--- src/rtl/prim_sel_sequencer_if.sv ---
// Command handshake between a primitive-command producer and prim_sel_sequencer.
interface prim_sel_sequencer_if #(
    parameter int ID_W  = 5,
    parameter int LEN_W = 4
);
    logic             cmd_valid;
    logic             cmd_ready;
    logic [ID_W-1:0]  cmd_id;
    logic [LEN_W-1:0] cmd_len;

    modport master (output cmd_valid, output cmd_id, output cmd_len, input cmd_ready);
    modport slave  (input cmd_valid, input cmd_id, input cmd_len, output cmd_ready);
endinterface

--- src/rtl/prim_sel_sequencer.sv ---
// Buffers {id,len} primitive commands and plays them out as a registered one-hot
// sel_prim, held len cycles, with one all-zero cycle between consecutive issues.
module prim_sel_sequencer #(
    parameter int NPRIM = 19,
    parameter int ID_W  = 5,
    parameter int LEN_W = 4,
    parameter int DEPTH = 4
) (
    input  logic                 clk,
    input  logic                 rst,
    prim_sel_sequencer_if.slave  cmd,
    input  logic                 abort,
    output logic [NPRIM-1:0]     sel_prim,
    output logic                 busy,
    output logic                 done,
    output logic                 err_id
);
    localparam int PTR_W = $clog2(DEPTH);
    localparam int CNT_W = PTR_W + 1;
    localparam logic [CNT_W-1:0] FULL_CNT = CNT_W'(DEPTH);
    localparam logic [ID_W-1:0]  ID_LIMIT = ID_W'(NPRIM);

    typedef enum logic [1:0] {S_IDLE, S_ISSUE, S_GAP} state_t;

    function automatic logic [NPRIM-1:0] onehot(input logic [ID_W-1:0] id);
        return {{(NPRIM-1){1'b0}}, 1'b1} << id;
    endfunction

    function automatic logic [LEN_W-1:0] hold_len(input logic [LEN_W-1:0] len);
        return (len == '0) ? LEN_W'(1) : len;
    endfunction

    state_t             r_state;
    state_t             w_state_nxt;
    logic [CNT_W-1:0]   r_count;
    logic [PTR_W-1:0]   r_wptr;
    logic [PTR_W-1:0]   r_rptr;
    logic [ID_W-1:0]    r_mem_id  [DEPTH];
    logic [LEN_W-1:0]   r_mem_len [DEPTH];
    logic [LEN_W-1:0]   r_cnt;
    logic [NPRIM-1:0]   r_sel;
    logic               r_done;
    logic               r_err;

    logic               w_empty;
    logic               w_accept;
    logic               w_push;
    logic               w_pop;
    logic               w_finish;

    // Ready depends only on the registered count, so a pop cannot free a slot early.
    assign cmd.cmd_ready = (r_count != FULL_CNT) & ~abort;
    assign w_empty       = (r_count == '0);
    assign w_accept      = cmd.cmd_valid & cmd.cmd_ready;
    assign w_push        = w_accept & (cmd.cmd_id < ID_LIMIT);

    always_comb begin
        w_state_nxt = r_state;
        w_pop       = 1'b0;
        w_finish    = 1'b0;
        if (abort) begin
            w_state_nxt = S_IDLE;
        end else begin
            case (r_state)
                S_IDLE: begin
                    if (!w_empty) begin
                        w_pop       = 1'b1;
                        w_state_nxt = S_ISSUE;
                    end
                end
                S_ISSUE: begin
                    if (r_cnt == LEN_W'(1)) begin
                        w_finish    = 1'b1;
                        w_state_nxt = S_GAP;
                    end
                end
                S_GAP: begin
                    if (!w_empty) begin
                        w_pop       = 1'b1;
                        w_state_nxt = S_ISSUE;
                    end else begin
                        w_state_nxt = S_IDLE;
                    end
                end
                default: w_state_nxt = S_IDLE;
            endcase
        end
    end

    always_ff @(posedge clk) begin
        if (rst) begin
            r_state <= S_IDLE;
            r_count <= '0;
            r_wptr  <= '0;
            r_rptr  <= '0;
            r_cnt   <= '0;
            r_sel   <= '0;
            r_done  <= 1'b0;
            r_err   <= 1'b0;
        end else begin
            r_state <= w_state_nxt;
            r_done  <= w_finish;
            r_err   <= w_accept & ~w_push;
            if (abort) begin
                r_count <= '0;
                r_wptr  <= '0;
                r_rptr  <= '0;
                r_cnt   <= '0;
                r_sel   <= '0;
            end else begin
                if (w_push)
                    r_wptr <= r_wptr + PTR_W'(1);
                if (w_pop)
                    r_rptr <= r_rptr + PTR_W'(1);
                if (w_push && !w_pop)
                    r_count <= r_count + CNT_W'(1);
                else if (!w_push && w_pop)
                    r_count <= r_count - CNT_W'(1);

                if (w_pop) begin
                    r_sel <= onehot(r_mem_id[r_rptr]);
                    r_cnt <= hold_len(r_mem_len[r_rptr]);
                end else if (w_finish) begin
                    r_sel <= '0;
                end else if (r_state == S_ISSUE) begin
                    r_cnt <= r_cnt - LEN_W'(1);
                end
            end
        end
    end

    // Payload storage carries no reset; validity is tracked by r_count.
    always_ff @(posedge clk) begin
        if (w_push) begin
            r_mem_id[r_wptr]  <= cmd.cmd_id;
            r_mem_len[r_wptr] <= cmd.cmd_len;
        end
    end

    assign sel_prim = r_sel;
    assign done     = r_done;
    assign err_id   = r_err;
    assign busy     = !w_empty || (r_state != S_IDLE);
endmodule

--- src/flat_wrapper.sv ---
// flat-port wrapper written by rule: the top's interface ports become plain ports
module prim_sel_sequencer_flat 
#(
    parameter int NPRIM = 19,
    parameter int ID_W  = 5,
    parameter int LEN_W = 4,
    parameter int DEPTH = 4
)
  (clk, rst, abort, sel_prim, busy, done, err_id, cmd_cmd_valid, cmd_cmd_id, cmd_cmd_len, cmd_cmd_ready);
  prim_sel_sequencer_if #(.ID_W(ID_W), .LEN_W(LEN_W)) cmd_i ();
  input  logic clk;
  input  logic rst;
  input  logic abort;
  output logic [NPRIM-1:0] sel_prim;
  output logic busy;
  output logic done;
  output logic err_id;
  input wire logic [$bits(cmd_i.cmd_valid)-1:0] cmd_cmd_valid;
  input wire logic [$bits(cmd_i.cmd_id)-1:0] cmd_cmd_id;
  input wire logic [$bits(cmd_i.cmd_len)-1:0] cmd_cmd_len;
  output wire logic [$bits(cmd_i.cmd_ready)-1:0] cmd_cmd_ready;
  assign cmd_i.cmd_valid = cmd_cmd_valid;
  assign cmd_i.cmd_id = cmd_cmd_id;
  assign cmd_i.cmd_len = cmd_cmd_len;
  assign cmd_cmd_ready = cmd_i.cmd_ready;
  prim_sel_sequencer #(.NPRIM(NPRIM), .ID_W(ID_W), .LEN_W(LEN_W), .DEPTH(DEPTH)) u_core (.clk(clk), .rst(rst), .cmd(cmd_i), .abort(abort), .sel_prim(sel_prim), .busy(busy), .done(done), .err_id(err_id));
endmodule
--- config.mk ---
export PLATFORM = sky130hd
export DESIGN_NAME = prim_sel_sequencer_flat
export DESIGN_NICKNAME = d
export VERILOG_FILES = /design/src/rtl/prim_sel_sequencer_if.sv /design/src/rtl/prim_sel_sequencer.sv /design/src/flat_wrapper.sv
export SDC_FILE = /design/constraint.sdc
export NUM_CORES = 1
export LEC_CHECK = 0
export ABC_AREA = 0
export ABC_CLOCK_PERIOD_IN_PS = 2200
export BUFFER_PORTS_ARGS = -buffer_cell sky130_fd_sc_hd__clkbuf_2
export CORE_MARGIN = 10
export CORE_UTILIZATION = 40
export DETAILED_ROUTE_END_ITERATION = 7
export PLACE_DENSITY = 0.71
export SYNTH_ARGS = -nofsm -noshare
export SYNTH_HDL_FRONTEND = slang
export SYNTH_SLANG_ARGS = --single-unit
--- constraint.sdc ---
create_clock -name clk -period 2.2 [get_ports clk]
set_input_delay 0.22 -clock clk [delete_from_list [all_inputs] [get_ports clk]]
set_output_delay 0.22 -clock clk [all_outputs]
set_load 0.005 [all_outputs]
==> impl_results.md, run 1 <==
- Seq/Total Area, Yosys: 0.615
- First-pass GRT wire length: between 9000 and 10,000 microns
- VDD IR-drop max: 497 uV
- GRT overflow: 0
- Clk_skew: ~0.0094 ns
- Sw frac: 0.230
- Slew @ Worst Pin: 0.629 ns
- Yosys reg bits: 72
- Detailed Route WL: 5620 microns
- Drt drc: 0
- Clk slew on worst S/H paths: approximately 0.07 ns
- Critical path type: flip-flop to flip-flop
- Synth top cells by count: 36 x dfxtp_1, 36 x edfxtp_1, 17 x nor2_1, 11 x a22o_1
- TritonCTS buffer count: 9
- RSZ-0062 raised after global routing: no
- Synth cell types: 46
- Setup Fix Bufs, Post-CTS: 0
- Top cells by area, synth: edfxtp_1 37%, dfxtp_1 25%, mux4_1 3.6%, a22o_1 3.3%, mux4_2 3.1%
- Worst hold slack: 0.104 ns
- Fin area: between 3000 and 4000 sq um
- Power, Total: 2.58 mW
- Critical Path Source Type: flip-flop
- Fillers: roughly 640
- DR WL/cell: 15.7 microns
- Yosys top cell by area: edfxtp_1
- Final hold vios: 0
- Core region area: 7180 sq um
- CP Cell Sequence: nor3b_4 -> a2111oi_4 -> ha_2 -> inv_2 -> fa_2 -> xor2_1 -> or3_1 -> a21oi_2
- Maximum root-to-sink buffer count: 2
- Critical Path AT: between 2 and 2.5 ns
- Synthesis-to-layout area growth: 18.8%
- Yosys Warn Count: 0
- Initial antenna violation count: 0
- Critical Path RT: approximately 2.5 ns
- DIE HEIGHT: 106 microns
- Post-Synthesis Cell Area: 2930 sq um
- Syn Nets: 223
- Final Setup Violations: 0
- Initial core utilization: 0.408
- GRT Total Usage: 0.108
- Vias in the first global route: 1,859
- Tcrit/Tclk final: 0.957
- Post-synth EDFFs: 36
- PwrDens: between 700 and 800 nW/um^2
- Critical-path top delay cell: dfxtp_2
- Leak: 1.28 nW
- Hold buffer count at cts: 0
- Avg Inst Size Synth: between 10 and 15 sq um
- Net Switching: a little under 0.6 mW
- CTS tree: yes
- Fin nets: 275
- DR vias: ~1,800
- Clock share of power: 0.363
- Min Tclk post-route: roughly 2.1 ns
- CP Capture Type: flip-flop
- Share of total power in combinational logic: 0.080
- DP HPWL: 4210 microns
- Worst-path fanout max: 4
- Pins over their slew limit: 0
- Diodes inserted: 0
- Antenna Violating Nets Remaining: 0
- Crit-path max cell delay: 0.34 ns
- PortBufs: 35
- Most used DFF post-synth: edfxtp_1
- Post-synth ARST share: 0
- Largest net degree at the start of global routing: 20
- H-tree depth: 3
- Vias per inst: 4.94
- Placed Instance Area: 3280 sq um
- Worst slew margin: 0.580
- DIE WIDTH: 106 microns
- Initial DRC count: 92
- Sink Count: 72
- Share of the synthesized area in the top cell type: 0.369
- Max_cap viols: 0
- Sequential Power Share: 0.558
- Worst hold path type: input pin to flip-flop
- GP Congestion: 0.767
- Layout cells sized above 1: 0.332
- Worst-skew pair later-pin latency: roughly 0.34 ns
- Drt pass-1 iters: 4
- Status: finished clean
- Setup TNS: 0 ns
- Top Ports: 36
- Row count: 31
- Die area: 11,100 sq um
- CTS root buf: clkbuf_8
- Int Pwr: 1.99 mW
- Mapped Cells: 202
- R2R setup slack: around 0.094 ns
- Max Freq: 475 MHz
## power by group through the flow
stage / logic [mW] / clock network (mW) / registers (mW)
global placement: 0.199 / 0 / 1.47
detailed placement: 0.205 / 0 / 1.47
finish: 0.206 / 0.937 / 1.44
floorplan: 0.137 / 0 / 1.47
CTS: 0.206 / 0.970 / 1.44
global route: 0.232 / 1.03 / 1.44
## layout by cell type, fill, tap and decap left out, drive strengths merged, types with 2 or more instances in the layout
master / netlist / final
xor2: 2 / 2
o22ai: 2 / 2
ha: 7 / 7
and2: 5 / 5
a32oi: 2 / 2
mux2: 3 / 3
mux2i: 4 / 4
nor2: 17 / 17
a32o: 8 / 8
buf: 5 / 12
xnor2: 4 / 4
a22o: 11 / 11
nor3: 10 / 10
a2111oi: 2 / 2
nor2b: 4 / 4
nor3b: 4 / 4
edfxtp: 36 / 36
nor4b: 2 / 2
mux4: 8 / 8
dfxtp: 36 / 36
or2: 2 / 2
nand2: 5 / 5
clkbuf: 1 / 47
inv: 9 / 11
## registers in the layout, summed over array words and instances (netlist names), named ones only
signal            count
u_core.err_id         1
u_core.r_mem_len     16
u_core.r_mem_id      20
u_core.r_count        3
u_core.r_state        2
u_core.r_rptr         2
u_core.done           1
u_core.r_wptr         2
u_core.r_cnt          4
u_core.sel_prim      19
## worst paths after layout
kind | startpoint | end | cells after the start
max | u_core.r_count[2]$_SDFFE_PP0P_ | u_core.r_count[2]$_SDFFE_PP0P_ | 8
min | cmd_cmd_len[0] | u_core.r_mem_len[1][0]$_DFFE_PP_ | 1
max reg2reg | u_core.r_count[2]$_SDFFE_PP0P_ | u_core.r_count[2]$_SDFFE_PP0P_ | 8
min reg2reg | u_core.sel_prim[15]$_SDFFE_PP0P_ | u_core.sel_prim[15]$_SDFFE_PP0P_ | 1
## worst max-delay path: cells and delay by family (launching register included)
| family | cells | cell delay [ns] |
|---|---|---|
| buf+inv | 1 | 0.04 |
| simple gates | 2 | 0.48 |
| fa+ha+maj | 2 | 0.59 |
| xor+xnor | 1 | 0.17 |
| flops | 1 | 0.34 |
| compound gates | 2 | 0.41 |
## cell type report
class	instances	area, sq um	area share
Tap cell	99	124	0.0356
Multi-Input combinational cell	115	1070	0.307
Sequential cell	72	1810	0.519
Inverter	9	36.3	0.0104
Clock buffer	12	155	0.0446
Clock inverter	4	27.5	0.00791
Timing Repair Buffer	47	265	0.0762
## per-layer routing
metal / GRT usage / up-vias / part of all wire
li1: - / 880 / -
met2: 0.168 / 42 / 0.48
met5: 0 / - / 0
met1: 0.129 / 845 / 0.45
met3: 0.0438 / 2 / 0.053
met4: 0.0445 / 0 / 0.011
## what timing repair did
| action | in CTS | in global routing |
|---|---|---|
| resized for setup | 1 | 5 |
| endpoints found under the setup margin | 1 | 1 |
| pin swaps | 0 | 2 |
## cells by family (layout without fill, tap and decap cells)
logic type               count (synthesis)  after routing  synth area share
adder cells (fa/ha/maj)                  8              8            0.0367
buffers and inverters                   15             72            0.0273
XOR/XNOR                                 6              6            0.0179
AND/OR/NAND/NOR                         54             54             0.112
flip-flops                              72             72             0.615
multiplexers                            15             15            0.0918
AO/OA/AOI/OAI                           32             32            0.0991
## stage by stage
step | setup WS (ns) | instances | util
after floorplan | -0.0454 | 202 | -
after global placement | -0.0737 | 342 | 0.457
after detailed placement | -0.145 | 342 | 0.457
after CTS | 0.0343 | 358 | 0.483
after global routing | 0.00212 | 358 | 0.485
final | 0.0937 | 358 | 0.485
Note: power is estimated with default switching activity, not from simulation.
==> inputs of run 2 (changes only) <==
--- a/config.mk
+++ b/config.mk
@@ -8,7 +8,7 @@
 export ABC_AREA = 0
 export ABC_CLOCK_PERIOD_IN_PS = 2200
 export BUFFER_PORTS_ARGS = -buffer_cell sky130_fd_sc_hd__clkbuf_2
-export CORE_MARGIN = 10
+export CORE_MARGIN = 8
 export CORE_UTILIZATION = 40
 export DETAILED_ROUTE_END_ITERATION = 7
 export PLACE_DENSITY = 0.71
==> run 2 against run 1 <==
  * Power rose by 1.7%
  * Worst hold slack got worse by 0.0061 ns
  * Global-route usage rose by 1.0 points
  * Clock-buffer cell count fell by 3
  * First-iteration DRC count fell by 24%
  * Final cell count rose by 1.4%
  * Register-to-register slack got worse by 0.02 ns
  * Non-clock buffer count rose by 5
  * Sequential cell count did not move
  * Clock power rose by 3.7%
  * Critical path depth did not move
  * Critical path type unchanged
  * Highest routed layer unchanged
==> impl_results.md, run 2 (synthesis results as in run 1) <==
- Worst hold slack: 0.0982 ns (-0.00612 ns)
- Largest net degree at the start of global routing: 20 (unchanged)
- Leak: 1.31 nW (+2.9%)
- Commonest non-fill, non-tap cell in the layout: edfxtp_1
- Diodes inserted: 0 (unchanged)
- Status: finished clean
- Vias in the first global route: 1,814 (-2.4%)
- Sink Count: 72 (unchanged)
- Initial core utilization: 0.408 (unchanged)
- GRT overflow: 0 (unchanged)
- Critical Path Source Type: flip-flop
- Critical Path AT: 2.39 ns (about the same)
- Min Tclk post-route: 2.12 ns (+0.0180 ns)
- Commonest non-fill, non-tap cells in the layout: 36 x edfxtp_1, 35 x clkbuf_2, 33 x dfxtp_1, 17 x nor2_1, 17 x buf_4
- Vias per inst: 5.07 (+2.6%)
- Die area: 10,300 sq um (-7.4%)
- Antenna Violating Nets Remaining: 0 (unchanged)
- Clk slew on worst S/H paths: 0.07 ns (about the same)
- Max_cap viols: 0 (unchanged)
- TritonCTS buffer count: 9 (unchanged)
- PortBufs: 35 (unchanged)
- Worst hold path type: input pin to flip-flop
- Final hold vios: 0 (unchanged)
- Inst Count DP: 345 (+0.88%)
- GP Congestion: 0.811 (+5.8%)
- Maximum root-to-sink buffer count: 2 (unchanged)
- Drt drc: 0 (unchanged)
- CP Capture Type: flip-flop
- Clk_skew: 0.00789 ns (-0.00155 ns)
- Critical Path RT: 2.46 ns (about the same)
- Max FFs per register: 20 (unchanged)
- Critical path type: flip-flop to flip-flop
- Final core occ: 0.492 (+0.00680)
- R2r worst-path depth: 8 (unchanged)
- Layout Cells excl Fill: 363 (+1.4%)
- Tcrit/Tclk final: 0.966 (+0.00819)
- Pins over their slew limit: 0 (unchanged)
- Hold Path Cell Cnt: 1 (unchanged)
- Max Freq: 471 MHz (-0.85%)
- Initial antenna violation count: 0 (unchanged)
- Biggest register: u_core.r_mem_id
- DR WL/cell: 15.4 microns (-2.2%)
- Final Setup Violations: 0 (unchanged)
- R2R setup slack: 0.08 ns (-0.02 ns)
- Detailed Route WL: 5570 microns (-0.84%)
- Synthesis-to-layout area growth: 20.5%
- DR vias: 1,841 (+4.1%)
- PwrDens: 745 nW/um^2 (+0.30%)
- Placed Instance Area: 3300 sq um (+0.69%)
- DP HPWL: 4090 microns (-2.8%)
- H-tree depth: 3 (unchanged)
- Top Ports: 36 (unchanged)
- Worst slew margin: 0.570 (-0.0100)
- CTS root buf: clkbuf_8
- Fin area: 3530 sq um (+1.4%)
- DIE HEIGHT: 102 microns (-3.8%)
- Worst-skew pair later-pin latency: 0.34 ns (about the same)
- VDD IR-drop max: 526 uV (+5.7%)
- Initial DRC count: 70 (-24%)
- Slew @ Worst Pin: 0.644 ns (+0.0150 ns)
- Worst-path fanout max: 3 (-1)
- Row count: 31 (unchanged)
- Setup TNS: 0 ns (unchanged)
- Hold buffer count at cts: 0 (unchanged)
- CTS tree: yes
- Core region area: 7180 sq um (unchanged)
- GRT Total Usage: 0.118 (+0.0104)
- First-pass GRT wire length: 9130 microns (-3.3%)
- Fin nets: 280 (+1.8%)
- Layout cells sized above 1: 0.337 (+0.00507)
- DIE WIDTH: 102 microns (-3.8%)
- Drt pass-1 iters: 4 (unchanged)
==> run 2: metal layers <==
layer	GRT usage	wire length (microns)
met1	0.141	2400
met2	0.183	2690
met5	0	0
met4	0.0619	94
met3	0.0412	397
==> run 2: final timing paths <==
| check | startpoint | endpoint |
|---|---|---|
| hold / removal | cmd_cmd_len[0] | u_core.r_mem_len[2][0]$_DFFE_PP_ |
| hold reg to reg | u_core.sel_prim[5]$_SDFFE_PP0P_ | u_core.sel_prim[5]$_SDFFE_PP0P_ |
| setup / recovery | u_core.r_count[2]$_SDFFE_PP0P_ | u_core.r_count[2]$_SDFFE_PP0P_ |
| setup reg to reg | u_core.r_count[2]$_SDFFE_PP0P_ | u_core.r_count[2]$_SDFFE_PP0P_ |
==> run 2: metrics by stage <==
stage | setup WS [ns] | power [mW]
finish | 0.0757 | 2.63
global route | -0.0145 | 2.74
CTS | 0.0209 | 2.65
detailed placement | -0.144 | 1.68
global placement | -0.0516 | 1.67
floorplan | -0.0454 | 1.61
==> run 2: timing repair <==
item,CTS,global route
resized for setup,0,7
setup endpoints to repair,0,1
setup buffers,0,2
==> run 2: final cells by class <==
class	instances	area (sq um)
Clock buffer	9	124
Clock inverter	7	62.6
Fill cell	624	3650
Inverter	9	36.3
Multi-Input combinational cell	115	1070
Sequential cell	72	1810
Tap cell	99	124
Timing Repair Buffer	52	303
==> run 2: worst max-delay path, stage by stage (launching register included) <==
cell       delay, ns
dfxtp_4         0.36
nor3b_4         0.16
a2111oi_4       0.30
ha_2            0.25
inv_1           0.05
fa_2            0.33
xor2_1          0.16
or3_1           0.31
a21oi_1         0.14
==> run 2: report_power, final <==
| group | switching [mW] | internal [mW] |
|---|---|---|
| Clock | 0.459 | 0.513 |
| Combinational | 0.120 | 0.0966 |
| Sequential | 0.0151 | 1.42 |
| Total | 0.594 | 2.03 |
==> inputs of run 3 (changes only) <==
--- a/config.mk
+++ b/config.mk
@@ -12,6 +12,7 @@
 export CORE_UTILIZATION = 40
 export DETAILED_ROUTE_END_ITERATION = 7
 export PLACE_DENSITY = 0.71
+export REMOVE_ABC_BUFFERS = 1
 export SYNTH_ARGS = -nofsm -noshare
 export SYNTH_HDL_FRONTEND = slang
 export SYNTH_SLANG_ARGS = --single-unit
==> run 3 against run 2 <==
  * Clock skew is essentially flat
  * Sequential cell count stayed put
  * Design area up 2.7%
  * Power is 15% higher
  * Die area unchanged
  * Global-route usage fell by 0.56 points
  * First-iteration DRC count rose by 10%
  * Worst hold slack better by 0.0022 ns
  * Setup slack got worse by 0.036 ns
  * Critical path type unchanged
==> impl_results.md, run 3 (synthesis results as in run 1) <==
- Status: finished clean
- CP top delay family: adder cells
- Largest net degree at the start of global routing: 20 (unchanged)
- Critical path type: flip-flop to flip-flop
- Layout cells sized above 1: 0.340 (+0.00250)
- Fin nets: 281 (+0.36%)
- Max FFs per register: 20 (unchanged)
- CTS tree: yes
- Worst slew margin: 0.564 (-0.00597)
- Drt drc: 0 (unchanged)
- PwrDens: 833 nW/um^2 (+12%)
- Worst-skew pair later-pin latency: 0.34 ns (about the same)
- First-pass GRT wire length: 8740 microns (-4.3%)
- Setup TNS: 0 ns (unchanged)
- Fin worst setup slack: 0.0399 ns (-0.0358 ns)
- Initial core utilization: 0.408 (unchanged)
- Crit-path max cell delay: 0.34 ns (-0.02 ns)
- Critical Path RT: 2.47 ns (about the same)
- Commonest non-fill, non-tap cell in the layout: edfxtp_1
- Hold buffer count at cts: 0 (unchanged)
- Clk slew on worst S/H paths: 0.07 ns (about the same)
- Final hold vios: 0 (unchanged)
- Sink Count: 72 (unchanged)
- Clk_skew: 0.00806 ns (+0.000169 ns)
- Row count: 31 (unchanged)
- Maximum root-to-sink buffer count: 2 (unchanged)
- Detailed Route WL: 5450 microns (-2.2%)
- Synthesis-to-layout area growth: 23.7%
- Worst-path fanout max: 4 (+1)
- DP HPWL: 4070 microns (-0.50%)
- Top Ports: 36 (unchanged)
- VDD IR-drop max: 388 uV (-26%)
- H-tree depth: 3 (unchanged)
- Pins over their slew limit: 0 (unchanged)
- Leak: 1.35 nW (+2.5%)
- CTS root buf: clkbuf_8
- Biggest register: u_core.r_mem_id
- GRT overflow: 0 (unchanged)
- Worst hold slack: 0.100 ns (+0.00222 ns)
- Diodes inserted: 0 (unchanged)
- DIE WIDTH: 102 microns (unchanged)
- Drt pass-1 iters: 4 (unchanged)
- Commonest non-fill, non-tap cells in the layout: 36 x edfxtp_1, 35 x clkbuf_2, 34 x dfxtp_1, 17 x nor2_1, 17 x buf_4
- Fillers: 611 (-2.1%)
- PortBufs: 35 (unchanged)
- Vias per inst: 4.91 (-3.1%)
- Placement Setup Slack: -0.214 ns (-0.0693 ns)
- DIE HEIGHT: 102 microns (unchanged)
- Core region area: 7180 sq um (unchanged)
- Final Setup Violations: 0 (unchanged)
- Multi-input combinational cell area: 1070 sq um (-0.23%)
- GRT Total Usage: 0.112 (-0.00555)
- Worst hold path type: input pin to flip-flop
- WP buf/inv: 1 (unchanged)
- Critical-path top delay cell: dfxtp_2
- RSZ-0062 raised after global routing: yes
- Antenna Violating Nets Remaining: 0 (unchanged)
- Max Freq: 463 MHz (-1.7%)
- Vias in the first global route: 1,754 (-3.3%)
- Initial antenna violation count: 0 (unchanged)
- CP Capture Type: flip-flop
- Initial DRC count: 77 (+10%)
- Sequential Area: 1800 sq um (-0.35%)
- CP Cell Sequence: nor3b_4 -> a2111oi_4 -> ha_2 -> inv_1 -> fa_2 -> xor2_1 -> or3_1 -> a21oi_2
- Max_cap viols: 0 (unchanged)
- Slew @ Worst Pin: 0.653 ns (+0.00896 ns)
- Min Tclk post-route: 2.16 ns (+0.0358 ns)
- Tcrit/Tclk final: 0.982 (+0.0163)
- Die area: 10,300 sq um (unchanged)
- DR WL/cell: 15.0 microns (-2.5%)
- Critical Path Source Type: flip-flop
- Critical Path AT: 2.43 ns (+0.04 ns)
- TritonCTS buffer count: 9 (unchanged)
- DR vias: 1,788 (-2.9%)
- GP Congestion: 0.736 (-9.2%)
## run 3: layer usage
layer	global-route usage	routed length (microns)	part of all wire
met1	0.125	2400	0.44
met3	0.0536	440	0.081
met5	0	0	0
met4	0.0550	130	0.024
met2	0.177	2480	0.45
## run 3: layout make-up
| cell class | instances | area share |
|---|---|---|
| inverter | 9 | 0.0100 |
| clock inverter | 5 | 0.0352 |
| clock buffer | 11 | 0.0390 |
| timing repair buffer | 53 | 0.0891 |
| sequential | 72 | 0.498 |
| tap | 99 | 0.0342 |
| multi-input combinational | 115 | 0.295 |
## run 3: power breakdown
group          total (mW)  internal [mW]  switching, mW
registers            1.44           1.43         0.0131
logic               0.222          0.102          0.120
clock network        1.36          0.899          0.458
## run 3: worst paths after layout
check,from,depth (start not counted),endpoint,slack (ns)
setup / recovery,u_core.r_count[2]$_SDFFE_PP0P_,8,u_core.r_count[2]$_SDFFE_PP0P_,0.04
hold / removal,cmd_cmd_len[1],1,u_core.r_mem_len[0][1]$_DFFE_PP_,0.10
setup reg to reg,u_core.r_count[2]$_SDFFE_PP0P_,8,u_core.r_count[2]$_SDFFE_PP0P_,0.04
hold reg to reg,u_core.sel_prim[13]$_SDFFE_PP0P_,1,u_core.sel_prim[13]$_SDFFE_PP0P_,0.47
## run 3: stage by stage
stage,util,instance area [sq um],instances,total power [mW]
2_1_floorplan,-,2890,196,1.59
3_3_place_gp,0.462,3320,346,1.68
3_5_place_dp,0.462,3320,346,1.68
4_1_cts,0.500,3590,362,3.04
5_1_grt,0.505,3620,364,3.13
6_report,0.505,3620,364,3.02
## run 3: timing repair
item                                    4_1_cts  5_1_grt
buffers inserted                              0        2
endpoints found under the setup margin        1        1
resized for setup                             2        5
pin swaps                                     2        3
